File: src/rtl/alu8_mul_seq.sv
// Shift-add unsigned multiplier sequencer that borrows the shared ALU for its partial sums.
// The ALU adds in ADD states; this block does the combined {C,A,Q} right shift itself.
module alu8_mul_seq #(
    parameter int WIDTH = 8
) (
    input  logic                 clk,
    input  logic                 rst_n,
    input  logic                 start,
    input  logic [WIDTH-1:0]     mcand,
    input  logic [WIDTH-1:0]     mplier,
    output logic                 busy,
    output logic                 done,
    output logic [2*WIDTH-1:0]   product,
    output logic [2:0]           aluOp,
    output logic [WIDTH-1:0]     aluA,
    output logic [WIDTH-1:0]     aluB,
    input  logic [WIDTH-1:0]     aluResult,
    input  logic                 aluCarry
);

    localparam int CW = $clog2(WIDTH);
    localparam logic [CW-1:0] LAST_STEP = CW'(WIDTH - 1);
    localparam logic [2:0] ALU_ADD = 3'b000;
    localparam logic [2:0] ALU_MOV = 3'b001;

    typedef enum logic [1:0] {
        IDLE  = 2'd0,
        ADD   = 2'd1,
        SHIFT = 2'd2
    } stateT;

    stateT                stateReg;
    logic [WIDTH-1:0]     mReg;
    logic [WIDTH-1:0]     qReg;
    logic [WIDTH-1:0]     aReg;
    logic                 cReg;
    logic [CW-1:0]        cntReg;
    logic                 busyReg;
    logic                 doneReg;
    logic [2*WIDTH-1:0]   productReg;
    logic                 addSelect;

    always_ff @(posedge clk or negedge rst_n) begin
        if (!rst_n) begin
            stateReg   <= IDLE;
            mReg       <= '0;
            qReg       <= '0;
            aReg       <= '0;
            cReg       <= 1'b0;
            cntReg     <= '0;
            busyReg    <= 1'b0;
            doneReg    <= 1'b0;
            productReg <= '0;
        end else begin
            doneReg <= 1'b0;
            case (stateReg)
                IDLE: begin
                    if (start) begin
                        mReg     <= mcand;
                        qReg     <= mplier;
                        aReg     <= '0;
                        cReg     <= 1'b0;
                        cntReg   <= '0;
                        busyReg  <= 1'b1;
                        stateReg <= ADD;
                    end
                end
                ADD: begin
                    aReg     <= aluResult;
                    cReg     <= aluCarry;
                    stateReg <= SHIFT;
                end
                SHIFT: begin
                    // C drops into A's MSB while A's LSB moves into Q's MSB
                    aReg <= {cReg, aReg[WIDTH-1:1]};
                    qReg <= {aReg[0], qReg[WIDTH-1:1]};
                    cReg <= 1'b0;
                    if (cntReg == LAST_STEP) begin
                        productReg <= {cReg, aReg, qReg[WIDTH-1:1]};
                        doneReg    <= 1'b1;
                        busyReg    <= 1'b0;
                        cntReg     <= '0;
                        stateReg   <= IDLE;
                    end else begin
                        cntReg   <= cntReg + CW'(1);
                        stateReg <= ADD;
                    end
                end
                default: begin
                    stateReg <= IDLE;
                    busyReg  <= 1'b0;
                end
            endcase
        end
    end

    assign busy    = busyReg;
    assign done    = doneReg;
    assign product = productReg;
    assign aluOp   = (stateReg == ADD) ? ALU_ADD : ALU_MOV;
    assign aluA    = aReg;

    // Multiplicand is gated bitwise by the current multiplier LSB during ADD only
    assign addSelect = (stateReg == ADD) && qReg[0];

    generate
        for (genvar gi = 0; gi < WIDTH; gi++) begin : gBGate
            assign aluB[gi] = addSelect & mReg[gi];
        end
    endgenerate

endmodule

File: config.mk
export PLATFORM = sky130hd
export DESIGN_NAME = alu8_mul_seq
export DESIGN_NICKNAME = d
export VERILOG_FILES = /design/src/rtl/alu8_mul_seq.sv
export SDC_FILE = /design/constraint.sdc
export NUM_CORES = 1
export LEC_CHECK = 0
export ABC_AREA = 0
export CAP_MARGIN = 30
export CORE_MARGIN = 1.5
export CORE_UTILIZATION = 25
export DETAILED_ROUTE_END_ITERATION = 8
export HOLD_SLACK_MARGIN = 0.08
export REMOVE_ABC_BUFFERS = 1
export SLEW_MARGIN = 20
export SYNTH_ARGS = -nofsm -noshare
export SYNTH_HDL_FRONTEND = slang
export SYNTH_SLANG_ARGS = --single-unit
File: constraint.sdc
create_clock -name clk -period 2.14 [get_ports clk]
set_clock_uncertainty 0.1 [all_clocks]
set_input_delay 0.321 -clock clk [delete_from_list [all_inputs] [get_ports clk]]
set_output_delay 0.321 -clock clk [all_outputs]
set_load 0.005 [all_outputs]
**Word-level counts from Yosys, hierarchy flattened**

Cells that the tools add are included.

- Add/subtract/negate cells: 1
- Equality and inequality tests: 5
- Multiplexer cells: 18
- Bitwise logic cells: 9
- Reduce and logical (&&, ||, !) cells: 9

Operators by type and width:

| operator | count |
|---|---|
| $pmux 8 s3 | 1 |
| $mux 8 | 2 |
| $pmux 8 s2 | 1 |
| $and 1x1->1 | 8 |
| $reduce_and 2->1 | 4 |
| $mux 1 | 7 |
| $mux 3 | 2 |
| $pmux 1 s3 | 2 |
| $pmux 2 s3 | 1 |
| $pmux 3 s2 | 1 |
| $ne 2x2->1 const B | 2 |
| $add 3x1->3 const B | 1 |
| $eq 3x3->1 const B | 1 |
| $reduce_and 3->1 | 1 |
| $reduce_bool 3->1 | 1 |
| $eq 2x1->1 const B | 1 |
| $eq 2x2->1 const B | 1 |
| $logic_not 2->1 | 1 |
| $mux 2 | 1 |
| $reduce_bool 2->1 | 1 |
| $logic_and 1x1->1 | 1 |
| $not 1->1 | 1 |

- Bits in registers: 48
- Output and inout bits: 37
- Logic and storage cells: 51

**Depth between registers and ports, before layout**

- Depth after elaboration: 3
- Depth in mapped cells: 6

**Least setup slack after synthesis**

OpenSTA, ideal clock, no wires.

- Path type: flip-flop to flip-flop
- Start: register cntReg[0]
- End: register productReg[0] (netlist: product[0])
- Setup time: 0.125 ns
- Data arrival time: 1.550 ns
- Required time: 1.915 ns
- Slack: 0.365 ns
- Cell stages (with the launch flop): 6
- Buffers on the path: 1
- Period minus slack after synthesis: 1.775 ns
- Cell sequence: dfrtp_1 ha_1 ha_1 nand2_1 buf_2 mux2_2

- Word-level cells in the longest chain between the ends: 2

Ends and longest elaborated chain:

| element | line | RTL |
|---|---|---|
| start, declared | 37 | `logic [CW-1:0] cntReg;` |
| start signal, assigned | 85 | `cntReg <= cntReg + CW'(1);` |
| $eq 3x3->1 | 78 | `if (cntReg == LAST_STEP) begin` |
| $reduce_and 2->1 (no line) | - |  |
| end signal, assigned | 79 | `productReg <= {cReg, aReg, qReg[WIDTH-1:1]};` |
| end, declared | 40 | `logic [2*WIDTH-1:0] productReg;` |

Every way passes these cells.
A chain may end at the register's enable or synchronous reset.

**Worst setup path after layout**

- Start: register stateReg[1]
- End: output aluB[1]

- Word-level cells in the longest chain between the ends: 3

Ends and longest elaborated chain:

| element | line | RTL |
|---|---|---|
| start, declared | 32 | `stateT stateReg;` |
| start signal, assigned | 45 | `stateReg <= IDLE;` |
| start signal, assigned | 65 | `stateReg <= ADD;` |
| start signal, assigned | 71 | `stateReg <= SHIFT;` |
| $eq 2x1->1 | 104 | `assign addSelect = (stateReg == ADD) && qReg[0];` |
| $logic_and 1x1->1 | 104 |  |
| $and 1x1->1 | 108 | `assign aluB[gi] = addSelect & mReg[gi];` |
| end, declared | 16 | `output logic [WIDTH-1:0] aluB,` |

Every way passes these cells.

==> impl_metrics.json <==
{
  "status": "complete, no violations",
  "final_max_slew_viol_count": 0,
  "die_height_um": 96.51,
  "synthDistinctLibCells": 32,
  "synth_enable_flop_cells": 0,
  "worstSetupStartpoint": "stateReg[1]$_DFFE_PN0N_",
  "crit_path_end_kind": "output port",
  "final_cell_mix": "clkdlybuf4s50_1 (58), dfrtp_1 (47), mux2_2 (16), buf_4 (13), a22oi_1 (9)",
  "grtUsageTotal_pct": 12.05,
  "antenna_found_initial": 0,
  "crit_path_end": "aluB[1]",
  "root_buffer": "clkbuf_8",
  "finalHoldViolCount": 0,
  "max-cap-violations": 0,
  "clkSinkCount": 48,
  "async_flop_share_pct": 100.0,
  "nFillCells": 825,
  "htree_levels": 2,
  "placed_cells": 337,
  "final_cell_count_no_fill": 348,
  "netlist_instances": 169,
  "ios": 65,
  "grt_overflow": 0,
  "reg2reg_slack_ps": 230,
  "clk_path_buf_depth": 2,
  "syn_area_um2": 2186,
  "tightest_slew_ps": 752.8,
  "wl_per_cell_um": 15.06,
  "gp_congestion": 0.7425,
  "regToRegEndpoint": "qReg[7]$_DFFE_PN0P_",
  "start_util_pct": 26.21,
  "synth_seq_area_share_pct": 54.95,
  "finalWirelength_um": 5240,
  "die_w_um": 96.51,
  "slew_headroom_pct": 49.81,
  "critPathRequiredTime_ps": 1720,
  "drive_above_1_share_pct": 20.16,
  "grt_pass1_vias": 1619,
  "row_count": 33,
  "rsz0062_at_grt": "true",
  "numCtsBuffers": 5,
  "layout.cells.most_common": "clkdlybuf4s50_1",
  "cp.arrival_ps": 1650,
  "grt_pass1_wl_um": 8349,
  "timing.final.crit_share_pct": 96.97,
  "portBuffers": 62,
  "diodes": 0,
  "r2r.worst_path.cells": 5,
  "grt_max_degree": 33,
  "r2r-start": "stateReg[0]$_DFFE_PN0N_",
  "first_iter_violations": 81,
  "viasPerCell": 4.727,
  "fin_setup_tns_ps": 0,
  "core_area_um2": 8341,
  "ys_ff_latch": 48,
  "finish.utilization_pct": 37.29,
  "fin_nets": 278,
  "hpwl_um": 3669,
  "path_max_fanout": 10,
  "clkTransAtPathRegs_ps": 90,
  "setup_viol": 0,
  "min_period_ps": 2075,
  "crit_type": "flip-flop to output port",
  "drcViolationCount": 0,
  "synth_top_flop_cell": "dfrtp_1",
  "timing.fmax_mhz": 481.9,
  "ant_nets": 0,
  "die_area_um2": 9313,
  "num_vias": 1645,
  "yosys_warnings": 0,
  "worstHoldPathType": "flip-flop to flip-flop",
  "cts_tree": "built",
  "synthToLayoutAreaGrowth_pct": 42.30,
  "crit_path_start_kind": "flip-flop",
  "firstDrtPassIters": 4,
  "ir_drop_mv": 0.4383,
  "p_leak_uw": 0.001404,
  "insertion_delay_ps": 310,
  "power_density_nw_per_um2": 1075,
  "syn_area_per_cell_um2": 12.93
}
[layer usage]
layer / up-vias / global-route usage (%) / share of wire [%]
met4: 0 / 4.710 / 1.5
met1: 820 / 15.84 / 46
met2: 41 / 19.23 / 47
li1: 776 / - / -
met3: 8 / 2.660 / 4.7
met5: - / 0 / 0
[cell usage after synthesis, types with 4 or more instances]
master | n | area share, %
mux2_1 | 8 | 4.1
o2bb2ai_1 | 8 | 3.2
buf_2 | 5 | 1.1
nand2b_1 | 6 | 1.7
o22a_1 | 6 | 2.4
o21ai_0 | 4 | 0.92
inv_1 | 5 | 0.86
and3_1 | 8 | 2.3
nand2_1 | 5 | 0.86
mux2_2 | 16 | 8.2
ha_1 | 8 | 4.6
clkbuf_1 | 4 | 0.69
o221a_2 | 5 | 2.6
dfrtp_1 | 48 | 55
a22oi_1 | 9 | 3.1
[stage by stage]
step / setup slack [ps] / hold slack [ps] / total power (uW) / instance area, um^2
global placement: 108.0 / 337.7 / 2696 / 2964
CTS: 21.35 / 400.2 / 3393 / 3099
detailed placement: 44.71 / 348.3 / 2736 / 2964
global route: -36.31 / 422.9 / 3614 / 3110
finish: 64.75 / 391.4 / 3343 / 3110
floorplan: 304.5 / -74.59 / 2092 / 2135
[layout make-up]
class                   count  area (um^2)  share of cell area, %
clock inverters             2        15.01                 0.4827
flip-flops and latches     48         1202                  38.66
well taps                 105        131.4                  4.224
clock buffers               6        82.58                  2.655
inverters                   5        18.77                 0.6034
multi-input cells         106        929.6                  29.89
repair buffers             76        730.7                  23.49
[what timing repair did]
item / in CTS / in global routing
cloned: 0 / 0
resized for setup: 3 / 5
endpoints found under the hold margin: 30 / 0
hold buffers: 1 / 0
endpoints found under the setup margin: 9 / 24
setup buffers: 2 / 0
[worst min path at each step]
stage,end,startpoint,cells past startpoint
after floorplan,aluA[0]$_DFFE_PN0P_,rst_n,0
after global placement,mReg[6]$_DFFE_PN0P_,rst_n,1
after detailed placement,product[13]$_DFFE_PN0P_,rst_n,1
after CTS,mReg[7]$_DFFE_PN0P_,mReg[7]$_DFFE_PN0P_,1
after global routing,mReg[3]$_DFFE_PN0P_,mReg[3]$_DFFE_PN0P_,1
final,mReg[6]$_DFFE_PN0P_,mReg[6]$_DFFE_PN0P_,1
[flip-flops by register name (all words and copies together), names as in the netlist]
signal and flops:
product 16, stateReg 2, done 1, cntReg 3, aluA 8, qReg 8
mReg 8, cReg 1, busy 1
[power by group]
group	internal, uW	switching [uW]
clock	262	328
combinational	754	618
sequential	1160	218
total	2180	1160
[worst max-delay path, stage by stage, from the launching register on]
cell and delay, ps:
dfrtp_1 400, inv_2 100, ha_4 190, and3_1 160, clkdlybuf4s50_1 490
[logic make-up after synthesis]
kind of cell	after synthesis	share of synthesized area, %
DFF	48	54.95
AOI/OAI and AO/OA	39	15.17
and+or+nand+nor	32	8.930
muxes	25	12.82
buffers and inverters	16	3.377
adders and majority gates	8	4.579
other	1	0.1716
No activity file was read; power rests on OpenSTA's default activity.
==> patch, RTL diff (same settings) <==
Set the parameter `WIDTH` to 16 (it was 8).
--- a/src/rtl/alu8_mul_seq.sv
+++ b/src/rtl/alu8_mul_seq.sv
@@ -3,3 +3,3 @@
 module alu8_mul_seq #(
-    parameter int WIDTH = 8
+    parameter int WIDTH = 16
 ) (
Interface: changed (6 resized); port bits go from 65 to 121. No check against the original RTL was run, so the function may have changed too.
==> patch against the original RTL <==
  * Sequential cell count up 41
  * Routed wire length up 95%
  * Synthesized cell count up 91%
  * Synthesized area up 83%
  * Cell count up 93%
  * First-iteration DRC count up 150%
  * Cell area up 88%
  * Total power up 95%
  * Fmax up 1.2%
  * Worst setup slack better by 24 ps
  * Critical path type unchanged
  * Largest cell class unchanged
  * Largest power group unchanged
  * Highest routed layer unchanged
==> patch: results (changes against the original RTL) <==
Cells and area
The net total in the final layout was 507 (+82%). The count of inserted antenna diode cells is 0 (unchanged). The ratio of cells with drive above 1 in the final layout came to 20.93% (+0.76 points). The number of flip-flops in the largest register is 32 (+16).

Clock network
The depth of the CTS H-tree was 3 (+1). The number of buffers added to fix hold violations after cts is 1 (unchanged). The cell at the root of the clock tree is sky130_fd_sc_hd__clkbuf_16. The post-cts gate resize count was 21 (+18). The buffers inserted during post-CTS setup optimization is 3 (+1). The clock-pin slew on the worst setup and hold paths is 60 ps (-30 ps). The total CTS buffers is 9 (+4). The later-pin clock latency in the skew report was 350 ps (+40 ps).

The clock tree buffer depth is 2 (unchanged).

Drt
The number of DRC markers after the initial detailed-route iteration is 201 (+150%). The detailed route wirelength on metal3 came to 630 microns (+160%). The via total after detailed routing is 3003 (+83%). The per-cell via count in the routed design is 4.482 (-5.2%).

The highest metal layer with signal wires is met4. The routed length on met2 is 4681 microns (+88%). The routed length per instance came to 15.27 microns (+1.4%). The first-pass iteration count of the detailed router is 4 (unchanged).

The post-route met1 wirelength is 4730 microns (+95%).

Logic synthesis
The mean area per synthesized cell came to 12.37 sq um (-4.4%). The number of unique standard cell types used by synthesis is 36 (+13%). After synthesis, the cell types taking the most area are sky130_fd_sc_hd__dfrtp_1, sky130_fd_sc_hd__mux2_2, sky130_fd_sc_hd__mux2i_1. The sequential element share of the synthesized area is 55.75% (+0.80 points). The number of warning messages in the yosys log is 0 (unchanged).

The async set-or-reset flop fraction in the synthesized netlist is 100.0% (unchanged). Ranked by instance count, the synthesized netlist is headed by sky130_fd_sc_hd__dfrtp_1, sky130_fd_sc_hd__mux2_2, sky130_fd_sc_hd__nand2_1.

GRT
The met2 usage is 19.84% (+0.61 points). The wire length of the first global-routing pass was 16380 microns (+96%). The pin count of the biggest net entering global routing was 35 (+6.1%).

The overall track demand over capacity in global routing is 12.80% (+0.76 points). The met3 usage was 3.757% (+1.1 points). The number of global-route vias before repair was 3088 (+91%). The number of antenna violations at the first check in global routing is 0 (unchanged). The met1 demand-to-capacity share in global routing was 16.61% (+0.76 points).

Worst setup path
The arrival time of the worst setup path is 1630 ps (-20 ps). The peak fanout along the critical path is 7 (-3). The largest stage delay on the critical path is 440 ps (-50 ps). The cell with the largest stage delay on the worst path is sky130_fd_sc_hd__dfrtp_2. The kind of cell adding the most delay to the critical path is buffers and inverters.

Power
The combinational power was 2.27 mW (+66%). The worst vdd rail ir drop is 0.0003597 V (-18%). The switching power is 2.136 mW (+83%).

The share of power burned in registers is 38.9% (-2.4 points). The power in sequential cells was 2.54 mW (+84%). The leakage power total was 2.700 nW (+92%).

Timing
The headroom to the max-slew limit is 64.00% (+14 points).

Placed design
The number of buffers added on ports was 118 (+90%). The number of placed instances with taps included is 648 (+92%). The routability congestion estimate is 0.6947 (-6.4%). The half-perimeter wire length after placement is 7201 microns (+96%).

Hold path
The path class of the lowest-slack min-delay path is primary input to async pin.

Floorplan
The area of the die is 16750 sq um (+80%).

Run status
The run finished with clean final reports.
[patch: changes by cell type in the layout (fill, tap and decap cells not counted), sizes merged, moves of 8 or more]
cell and delta:
a22o +16, and3 +8, buf +11, clkdlybuf4s50 +42, dfrtp +41, dlygate4sd2 +15
mux2 +25, mux2i +17, nand2 +16, nor3 +16, o21ai +16, o2bb2ai -8
[patch: worst paths after layout]
check / end / cells past startpoint / slack, ps / from
max in group asynchronous: stateReg[0] / 3 / 920 / rst_n
min reg2reg: product[18] / 1 / 400 / product[18]
max reg2reg: cntReg[3] / 7 / 170 / stateReg[1]
min: mReg[13] / 2 / 350 / rst_n
max: aluB[0] / 5 / 90 / stateReg[0]
min in group clk: product[18] / 1 / 400 / product[18]
[patch: cells by family (layout without fill, tap and decap cells)]
family                   count (synthesis)  count (layout)  synth area share [%]
XOR/XNOR                                 1               1                0.2193
flip-flops                              89              89                 55.75
multiplexers                            67              67                 18.63
AO/OA/AOI/OAI                           60              60                 10.46
AND/OR/NAND/NOR                         65              65                 8.456
buffers and inverters                   34             164                 4.510
other                                    1               2               0.09387
adder cells (fa/ha/maj)                  6               6                 1.879
[patch: stage by stage]
step | instance area [sq um] | util (%) | setup TNS (ps) | setup WS, ps
finish | 5834 | 37.00 | 0 | 89.02
global route | 5834 | 37.00 | 0 | 18.75
CTS | 5819 | 36.90 | -28.26 | -28.26
detailed placement | 5456 | 34.60 | 0 | 88.45
global placement | 5456 | 34.60 | 0 | 163.2
floorplan | 3837 | - | -46160 | -1137
[patch: layout make-up]
class	instances	area, sq um
Fill cell	1542	9936
Sequential cell	89	2230
Multi-Input combinational cell	201	1607
Timing Repair Buffer	143	1388
Tap cell	216	270.3
Clock buffer	11	242.7
Clock inverter	5	78.83
Inverter	5	18.77
